## src/rtl/accel_display_pkg.sv

```systemverilog
// Shared types and sizing helpers for the accelerometer display path.
package accel_display_pkg;

   typedef logic [3:0] bcd_digit_t;

   typedef enum logic [1:0] {
      IDLE,
      SHIFT,
      DONE
   } conv_state_e;

   // Decimal digits needed for a WIDTH-bit magnitude: ceil(width * log10(2)), 77/256 ~ log10(2).
   function automatic int unsigned int_digits(input int unsigned width);
      return (width * 32'd77 + 32'd255) / 32'd256;
   endfunction

endpackage

```

## src/rtl/bin_to_bcd_seq_if.sv

```systemverilog
// Sample-in / BCD-out bundle between the accelerometer front end and hex_driver.
interface bin_to_bcd_seq_if #(
   parameter int unsigned WIDTH      = 16,
   parameter int unsigned NUM_DIGITS = 6
);
   logic                    in_valid;
   logic                    in_ready;
   logic [WIDTH-1:0]        in_data;
   logic                    out_valid;
   logic [4*NUM_DIGITS-1:0] bcd_digits;
   logic                    negative;
   logic                    overflow;

   modport master (
      output in_valid, in_data,
      input  in_ready, out_valid, bcd_digits, negative, overflow
   );

   modport slave (
      input  in_valid, in_data,
      output in_ready, out_valid, bcd_digits, negative, overflow
   );
endinterface

```

## src/rtl/bin_to_bcd_seq_bcd_add3.sv

```systemverilog
// Double-dabble digit correction: digits of 5 or more get +3 ahead of the next shift.
module bcd_add3
   import accel_display_pkg::*;
(
   input  bcd_digit_t din,
   output bcd_digit_t dout_c
);
   assign dout_c = (din >= 4'd5) ? bcd_digit_t'(din + 4'd3) : din;
endmodule

```

## src/rtl/bin_to_bcd_seq.sv

```systemverilog
// Sequential double-dabble: signed sample -> NUM_DIGITS BCD digits + sign, one shift per clock.
module bin_to_bcd_seq
   import accel_display_pkg::*;
#(
   parameter int unsigned WIDTH      = 16,
   parameter int unsigned NUM_DIGITS = 6
) (
   input  logic           clk,
   input  logic           reset,
   bin_to_bcd_seq_if.slave bus
);
   localparam int unsigned INT_DIGITS = int_digits(WIDTH);
   localparam int unsigned SCR_W      = 4 * INT_DIGITS;
   localparam int unsigned OUT_W      = 4 * NUM_DIGITS;
   localparam int unsigned CNT_W      = $clog2(WIDTH + 1);

   conv_state_e      state, state_next;
   logic [CNT_W-1:0] cnt;
   logic [WIDTH-1:0] mag;
   logic [SCR_W-1:0] scratch;
   logic [SCR_W-1:0] scratch_adj_c;
   logic             neg_r;
   logic             in_ready_r;
   logic             out_valid_r;
   logic [OUT_W-1:0] digits_r;
   logic             negative_r;
   logic             overflow_r;

   logic             accept_c;
   logic             last_shift_c;
   logic [OUT_W-1:0] digits_raw_c;
   logic [OUT_W-1:0] digits_c;
   logic             ovf_c;
   logic             unused_msb_c;

   assign accept_c     = bus.in_valid & in_ready_r;
   assign last_shift_c = (cnt == CNT_W'(WIDTH - 1));
   // Top scratch bit is always shifted out as zero: INT_DIGITS is sized to hold any magnitude.
   assign unused_msb_c = scratch_adj_c[SCR_W-1];

   for (genvar k = 0; k < INT_DIGITS; k++) begin : g_add3
      bcd_add3 u_add3 (
         .din    (scratch[4*k +: 4]),
         .dout_c (scratch_adj_c[4*k +: 4])
      );
   end

   for (genvar k = 0; k < NUM_DIGITS; k++) begin : g_out
      if (k < INT_DIGITS) begin : g_live
         assign digits_raw_c[4*k +: 4] = scratch[4*k +: 4];
      end else begin : g_pad
         assign digits_raw_c[4*k +: 4] = 4'd0;
      end
   end

   // Saturate when the magnitude needs more digits than the display shows.
   if (INT_DIGITS > NUM_DIGITS) begin : g_ovf
      assign ovf_c = |scratch[SCR_W-1:OUT_W];
   end else begin : g_no_ovf
      assign ovf_c = 1'b0;
   end

   assign digits_c = ovf_c ? {NUM_DIGITS{4'h9}} : digits_raw_c;

   always_ff @(posedge clk or posedge reset) begin
      if (reset) state <= IDLE;
      else       state <= state_next;
   end

   always_comb begin
      state_next = state;
      case (state)
         IDLE:    if (accept_c) state_next = SHIFT;
         SHIFT:   if (last_shift_c) state_next = DONE;
         DONE:    state_next = IDLE;
         default: state_next = IDLE;
      endcase
   end

   // Datapath and registered outputs, sequenced by the current state.
   always_ff @(posedge clk or posedge reset) begin
      if (reset) begin
         cnt         <= '0;
         mag         <= '0;
         scratch     <= '0;
         neg_r       <= 1'b0;
         in_ready_r  <= 1'b1;
         out_valid_r <= 1'b0;
         digits_r    <= '0;
         negative_r  <= 1'b0;
         overflow_r  <= 1'b0;
      end else begin
         out_valid_r <= 1'b0;
         in_ready_r  <= (state_next == IDLE);
         case (state)
            IDLE: begin
               if (accept_c) begin
                  neg_r   <= bus.in_data[WIDTH-1];
                  mag     <= bus.in_data[WIDTH-1] ? WIDTH'(-bus.in_data) : bus.in_data;
                  scratch <= '0;
                  cnt     <= '0;
               end
            end
            SHIFT: begin
               scratch <= {scratch_adj_c[SCR_W-2:0], mag[WIDTH-1]};
               mag     <= {mag[WIDTH-2:0], 1'b0};
               cnt     <= cnt + CNT_W'(1);
            end
            DONE: begin
               out_valid_r <= 1'b1;
               digits_r    <= digits_c;
               overflow_r  <= ovf_c;
               negative_r  <= neg_r;
            end
            default: ;
         endcase
      end
   end

   assign bus.in_ready   = in_ready_r;
   assign bus.out_valid  = out_valid_r;
   assign bus.bcd_digits = digits_r;
   assign bus.negative   = negative_r;
   assign bus.overflow   = overflow_r;

endmodule

```

## src/flat_wrapper.sv

```systemverilog
// flat-port wrapper written by rule: the top's interface ports become plain ports
module bin_to_bcd_seq_flat import accel_display_pkg::*;
#(
   parameter int unsigned WIDTH      = 16,
   parameter int unsigned NUM_DIGITS = 6
)
  (clk, reset, bus_in_valid, bus_in_data, bus_in_ready, bus_out_valid, bus_bcd_digits, bus_negative, bus_overflow);
  bin_to_bcd_seq_if #(.WIDTH(WIDTH), .NUM_DIGITS(NUM_DIGITS)) bus_i ();
  input  logic clk;
  input  logic reset;
  input wire logic [$bits(bus_i.in_valid)-1:0] bus_in_valid;
  input wire logic [$bits(bus_i.in_data)-1:0] bus_in_data;
  output wire logic [$bits(bus_i.in_ready)-1:0] bus_in_ready;
  output wire logic [$bits(bus_i.out_valid)-1:0] bus_out_valid;
  output wire logic [$bits(bus_i.bcd_digits)-1:0] bus_bcd_digits;
  output wire logic [$bits(bus_i.negative)-1:0] bus_negative;
  output wire logic [$bits(bus_i.overflow)-1:0] bus_overflow;
  assign bus_i.in_valid = bus_in_valid;
  assign bus_i.in_data = bus_in_data;
  assign bus_in_ready = bus_i.in_ready;
  assign bus_out_valid = bus_i.out_valid;
  assign bus_bcd_digits = bus_i.bcd_digits;
  assign bus_negative = bus_i.negative;
  assign bus_overflow = bus_i.overflow;
  bin_to_bcd_seq #(.WIDTH(WIDTH), .NUM_DIGITS(NUM_DIGITS)) u_core (.clk(clk), .reset(reset), .bus(bus_i));
endmodule
```

## config.mk

```make
export PLATFORM = sky130hd
export DESIGN_NAME = bin_to_bcd_seq_flat
export DESIGN_NICKNAME = d
export VERILOG_FILES = /design/src/rtl/accel_display_pkg.sv /design/src/rtl/bin_to_bcd_seq_if.sv /design/src/rtl/bin_to_bcd_seq_bcd_add3.sv /design/src/rtl/bin_to_bcd_seq.sv /design/src/flat_wrapper.sv
export SDC_FILE = /design/constraint.sdc
export NUM_CORES = 1
export LEC_CHECK = 0
export CORE_MARGIN = 2
export CORE_UTILIZATION = 25
export DETAILED_ROUTE_END_ITERATION = 8
export SLEW_MARGIN = 10
export SYNTH_ARGS = -nofsm -noshare
export SYNTH_HDL_FRONTEND = slang
export SYNTH_SLANG_ARGS = --single-unit
export TNS_END_PERCENT = 30
```

## constraint.sdc

```tcl
create_clock -name clk -period 4.45 [get_ports clk]
set_input_delay 0.89 -clock clk [delete_from_list [all_inputs] [get_ports clk]]
set_output_delay 0.89 -clock clk [all_outputs]
set_load 0.02 [all_outputs]
```

* Word level (Yosys, flattened, before mapping) *
Index checks and enable logic that the tools add are counted.

storage, ports and cells
  flip-flop bits (word level) = 67
  latch bits = 0
  RAM bits = 0
  memory bits (read-only) = 0
  input bits = 19
  output and inout bits = 28
  logic and storage cells = 47
  memories = 0

cells by class
  add/sub/neg operators = 7
  $mul = 0
  div/mod/pow operators = 0
  order comparisons = 5
  equality and inequality tests = 4
  shifts and indexed selects = 0
  muxes and demuxes = 16
  bitwise operators = 1
  reductions and logical operators = 5

operators with widths
  operator                                                count
  one-hot mux 20 bit (2 select lines)                     1
  2-to-1 mux 16 bit                                       2
  one-hot mux 16 bit (2 select lines)                     1
  >= comparator 4 x 3 -> 1 bit (second input constant)    5
  2-to-1 mux 20 bit                                       1
  adder 4 x 2 -> 4 bit (second input constant)            4
  2-to-1 mux 4 bit                                        4
  negator 16 bit                                          1
  one-hot mux 5 bit (2 select lines)                      1
  adder 5 x 1 -> 5 bit (second input constant)            1
  == test 5 x 4 -> 1 bit (second input constant)          1
  2-to-1 mux 5 bit                                        1
  logical NOT 2 bit                                       2
  2-to-1 mux 2 bit                                        2
  one-hot mux 2 bit (2 select lines)                      1
  AND reduction 2 bit                                     2
  adder 3 x 2 -> 3 bit (second input constant)            1
  2-to-1 mux 3 bit                                        1
  == test 2 x 1 -> 1 bit (second input constant)          1
  == test 2 bit (second input constant)                   1
  inequality test 2 x 1 -> 1 bit (second input constant)  1
  nonzero test 2 bit                                      1
  bitwise AND 1 bit                                       1
  2-to-1 mux 1 bit                                        1

* Longest topological paths before layout *
  depth after elaboration = 4
  gate-level depth with buffers = 6
  depth with buffers taken out = 6

* Cells and area by module *
From an unflattened synthesis, not the netlist that was laid out.

unflattened totals
  cells, all modules = 317
  area total of the unflattened synthesis = 3403.3 um^2

by module, submodules not included
  module          times used  cells an instance  area each (um^2)  seq. area each (um^2)
  bin_to_bcd_seq  1           237                2896.5            1677.9
  bcd_add3        5           16                 101.3             0.0

* Worst setup path before layout *
No wires, ideal clock.

  kind = in2reg
  from = input bus_in_data[4]
  to = register u_core.mag[13]
  library setup time = 0.131 ns
  data arrival time = 1.803 ns
  data required time = 4.319 ns
  setup slack = 2.516 ns
  cell stages on the path = 4
  buffers on the path = 0
  cells stage by stage = nor4_4 nand4_2 a222oi_1 nand2_1

on the way
  longest elaborated chain between the ends = 4

ends and longest elaborated chain
  item                                 RTL line               source
  from (decl)                          flat_wrapper.sv:12     input wire logic [$bits(bus_i.in_data)-1:0] bus_in_data;
  negator 16 bit                       bin_to_bcd_seq.sv:99   mag <= bus.in_data[WIDTH-1] ? WIDTH'(-bus.in_data) : bus.in_data;
  2-to-1 mux 16 bit                    bin_to_bcd_seq.sv:99
  2-to-1 mux 16 bit                    bin_to_bcd_seq.sv:97   if (accept_c) begin
  one-hot mux 16 bit (2 select lines)  bin_to_bcd_seq.sv:95   case (state)
  to (signal assigned)                 bin_to_bcd_seq.sv:99
  to (signal assigned)                 bin_to_bcd_seq.sv:106  mag <= {mag[WIDTH-2:0], 1'b0};
  to (decl)                            bin_to_bcd_seq.sv:19   logic [WIDTH-1:0] mag;

No other way between the ends. The select of a mux whose other input is x is not followed.
A chain may end at the register's enable or synchronous reset.

* Worst setup path in the final report *
  from = input bus_in_valid
  to = register u_core.mag[13]

on the way
  longest elaborated chain between the ends = 3

ends and longest elaborated chain
  item                                      RTL line              source
  from (decl)                               flat_wrapper.sv:11    input wire logic [$bits(bus_i.in_valid)-1:0] bus_in_valid;
  bitwise AND 1 bit                         bin_to_bcd_seq.sv:36  assign accept_c = bus.in_valid & in_ready_r;
  inequality test 2 x 1 -> 1 bit (no line)  -
  AND reduction 2 bit (no line)             -

No other way between the ends.

==> key figures <==
Outcome
  • Status: completed

Logic synthesis
  • Fraction of registers with async set/reset: 1.00
  • Post-Synth Simple-Gate Area: 0.111
  • Area contributors post-synth: dfrtp_1 (49%), mux2_2 (7.0%), ha_1 (4.8%)
  • Post-synth EDFFs: 0
  • Yosys top cell area share: 0.487
  • Synth cell count leaders: dfrtp_1 (66), mux2_2 (21), inv_1 (16), o21ai_0 (16), nand2_1 (15)
  • Most frequent cell after synthesis: dfrtp_1
  • Avg Cell Area, Syn: approximately 11 sq um
  • Multiplexer share of the synthesized area: 0.102
  • Synth Area in Compound Gates: 0.160
  • XOR/XNOR share of the synthesized area: 0.0310
  • Ys flop type: dfrtp_1
  • Yosys reg bits: 67
  • Largest family of logic cells by synthesized area: compound AO/OA/AOI/OAI gates
  • Adder-cell area share of the yosys netlist: 0.0480
  • Syn. warnings: 0
  • Area of the mapped netlist: 0.00339 sq mm
  • Syn Inst Count: roughly 300
  • Leading area contributor after synthesis: dfrtp_1
  • Post-synthesis sequential area ratio: 0.495
  • Netlist cell types: 51

Power and ir drop
  • Leakage: 1.81 nW
  • Peak supply drop: 0.225 mV
  • PwrDens: just over 600 mW/mm^2

Global route
  • Largest net degree at the start of global routing: between 40 and 50
  • Initial antenna violation count: 0
  • Number of global-route vias before repair: 2505
  • Total GRT Usage: 0.102
  • GRT overflow: 0
  • Global-route wire length before repair: 11.9 mm

Timing
  • Fmax: 403 MHz
  • Slew margin rel.: 0.268
  • Unrepaired setup endpoints after global routing: false
  • Setup violations, final: 0
  • Final hold violation count: 0
  • Setup TNS Final: 0 ps
  • Actual slew at the worst max-slew pin: 1090 ps
  • Slew Viols, Final: 0
  • Fin crit share: 0.558
  • Clock period minus worst slack: 2480 ps
  • Clock Skew: between 4 and 5 ps

Detailed routing
  • Residual DRC: 0
  • Router iterations before antenna repair: 4
  • DR WL met3: 307 um
  • Final ANT Viol Nets: 0
  • Via count: between 2000 and 2500
  • M1 WL: roughly 3.3 mm
  • Number of DRC markers in iteration 0: 100
  • Final wirelength: 6.88 mm
  • WL met2: 3.15 mm
  • Top routing layer in use: met4
  • Avg WL per Cell: 13.1 um
  • Vias/cell: 4.56

Die
  • Die X: 120 um
  • Row Count: 42
  • Io pins: 47
  • Initial core utilization: 0.256
  • Die Ht: 120 um
  • Core outline area: 0.0132 sq mm
  • Die area: 0.0145 sq mm

Cells and area
  • Final-stage net count: 377
  • Layout cells sized above 1: 0.126
  • Area delta synth->final: 24.9%
  • Diodes inserted: 0
  • Final Non-Filler Cells: 524
  • Design area: 0.00424 sq mm

Clocking
  • Clock tree buffer depth: 2
  • Worst-path clk slew: about 50 ps
  • CTS tree: built
  • Worst skew pair latency: between 300 and 400 ps
  • CTS Sinks: 67
  • TritonCTS Buffers: 9
  • Hold_buf cts: 0
  • H-tree Lvls: 3
  • # resized after CTS: 0
  • Root buffer cell: clkbuf_16
  • Post-CTS Setup Repair Bufs: 0

Critical path
  • Worst reg2reg startpoint: u_core.bus.in_ready$_DFF_PP1_
  • WP data arrival: 2680 ps
  • FF-to-FF path depth: 4
  • Worst Setup EP: u_core.mag[13]$_DFFE_PP0P_
  • Setup Crit Path Kind: input pin to flip-flop
  • CP Capture Type: flip-flop
  • CP max FO: 22
  • Worst reg2reg path endpoint: u_core.mag[10]$_DFFE_PP0P_
  • Crit path launch: bus_in_valid
  • Register-to-register setup slack: 2510 ps
  • Critical Path RT: 4650 ps
  • Crit start category: input pin

Placement
  • Cell Area, Placed: about 0.0040 sq mm
  • GPL Wtd Cong: 0.812
  • IO Port Bufs: 41
  • Placed cell count: 510
  • Detailed placer's ending HPWL: between 4 and 5 mm

Flow run
  • Max_cap viols: 0

Hold path
  • Worst hold path class: flip-flop to flip-flop
==> worst min-delay path by stage <==
stage / from / endpoint / slack, ps / depth (start not counted)
after detailed placement: u_core.mag[0]$_DFFE_PP0P_ / u_core.mag[0]$_DFFE_PP0P_ / 470 / 2
after global placement: u_core.mag[0]$_DFFE_PP0P_ / u_core.mag[0]$_DFFE_PP0P_ / 470 / 2
after floorplan: u_core.neg_r$_DFFE_PP0P_ / u_core.neg_r$_DFFE_PP0P_ / 440 / 2
after global routing: u_core.mag[0]$_DFFE_PP0P_ / u_core.mag[0]$_DFFE_PP0P_ / 510 / 2
final: u_core.mag[0]$_DFFE_PP0P_ / u_core.mag[0]$_DFFE_PP0P_ / 480 / 2
after CTS: u_core.mag[0]$_DFFE_PP0P_ / u_core.mag[0]$_DFFE_PP0P_ / 480 / 2
==> critical path: stages <==
cell and delay [ps]:
clkdlybuf4s50_1 510, a21oi_1 80, nor2_1 90, buf_4 260
inv_1 350, a222oi_1 420, nand2_1 70
==> routing by layer <==
| layer | track usage | vias to the layer above |
|---|---|---|
| met2 | 0.164 | 57 |
| met3 | 0.0222 | 10 |
| li1 | - | 1186 |
| met1 | 0.131 | 1137 |
| met5 | 0 | - |
| met4 | 0.0472 | 0 |
==> layout make-up <==
cell class                 count  area, sq um
fill                        1367         9010
sequential                    67         1680
multi-input combinational    206         1560
timing repair buffer          45          440
clock buffer                  11          243
tap                          176          220
inverter                      16         60.1
clock inverter                 3         40.0
==> registers in the layout, summed over array words and instances (netlist names) <==
| signal | cells |
|---|---|
| u_core.bus.negative | 1 |
| u_core.neg_r | 1 |
| u_core.mag | 16 |
| u_core.bus.bcd_digits | 20 |
| u_core.bus.out_valid | 1 |
| u_core.bus.in_ready | 1 |
| u_core.cnt | 5 |
| u_core.state | 2 |
| u_core.scratch | 20 |
==> kinds of logic (layout without fill, tap and decap cells) <==
kind of cell,count (synthesis),after routing
adders and majority gates,13,13
buffers and inverters,37,75
other,1,5
xor gates and xnor gates,12,12
muxes,32,32
AOI/OAI and AO/OA,80,80
DFF,67,67
and+or+nand+nor,64,64
==> power breakdown <==
group,switching [mW],total [mW],internal [mW]
clock,0.237,0.677,0.440
combinational,0.493,0.932,0.439
sequential,0.160,0.986,0.826
total,0.891,2.60,1.70
==> layout by cell type (no fill, tap or decap), drive strengths merged, types with 3 or more instances in the layout <==
cell           count
ha                13
nor2               8
clkdlybuf4s50     41
mux2i             11
o211ai             4
nand2b             7
a32o               5
nand2             15
o31ai              6
o21ai             16
nor2b              7
o22ai             13
a22o               6
a21boi             3
clkbuf            11
a21oi             14
mux2              21
nand4              3
nor3b              3
a22oi              6
conb               5
xnor2              9
dfrtp             66
buf                4
nor3               3
xor2               3
nand3              4
inv               16
==> metrics by stage <==
| stage | power [mW] | util | setup WS, ps | hold WS, ps |
|---|---|---|---|---|
| after floorplan | 1.68 | - | 1880 | 440 |
| after global placement | 1.90 | 0.299 | 1680 | 472 |
| after detailed placement | 1.94 | 0.299 | 1640 | 473 |
| after CTS | 2.63 | 0.320 | 1950 | 484 |
| after global routing | 2.79 | 0.320 | 1810 | 511 |
| final | 2.60 | 0.320 | 1970 | 482 |
(Power assumes the default switching activity.)
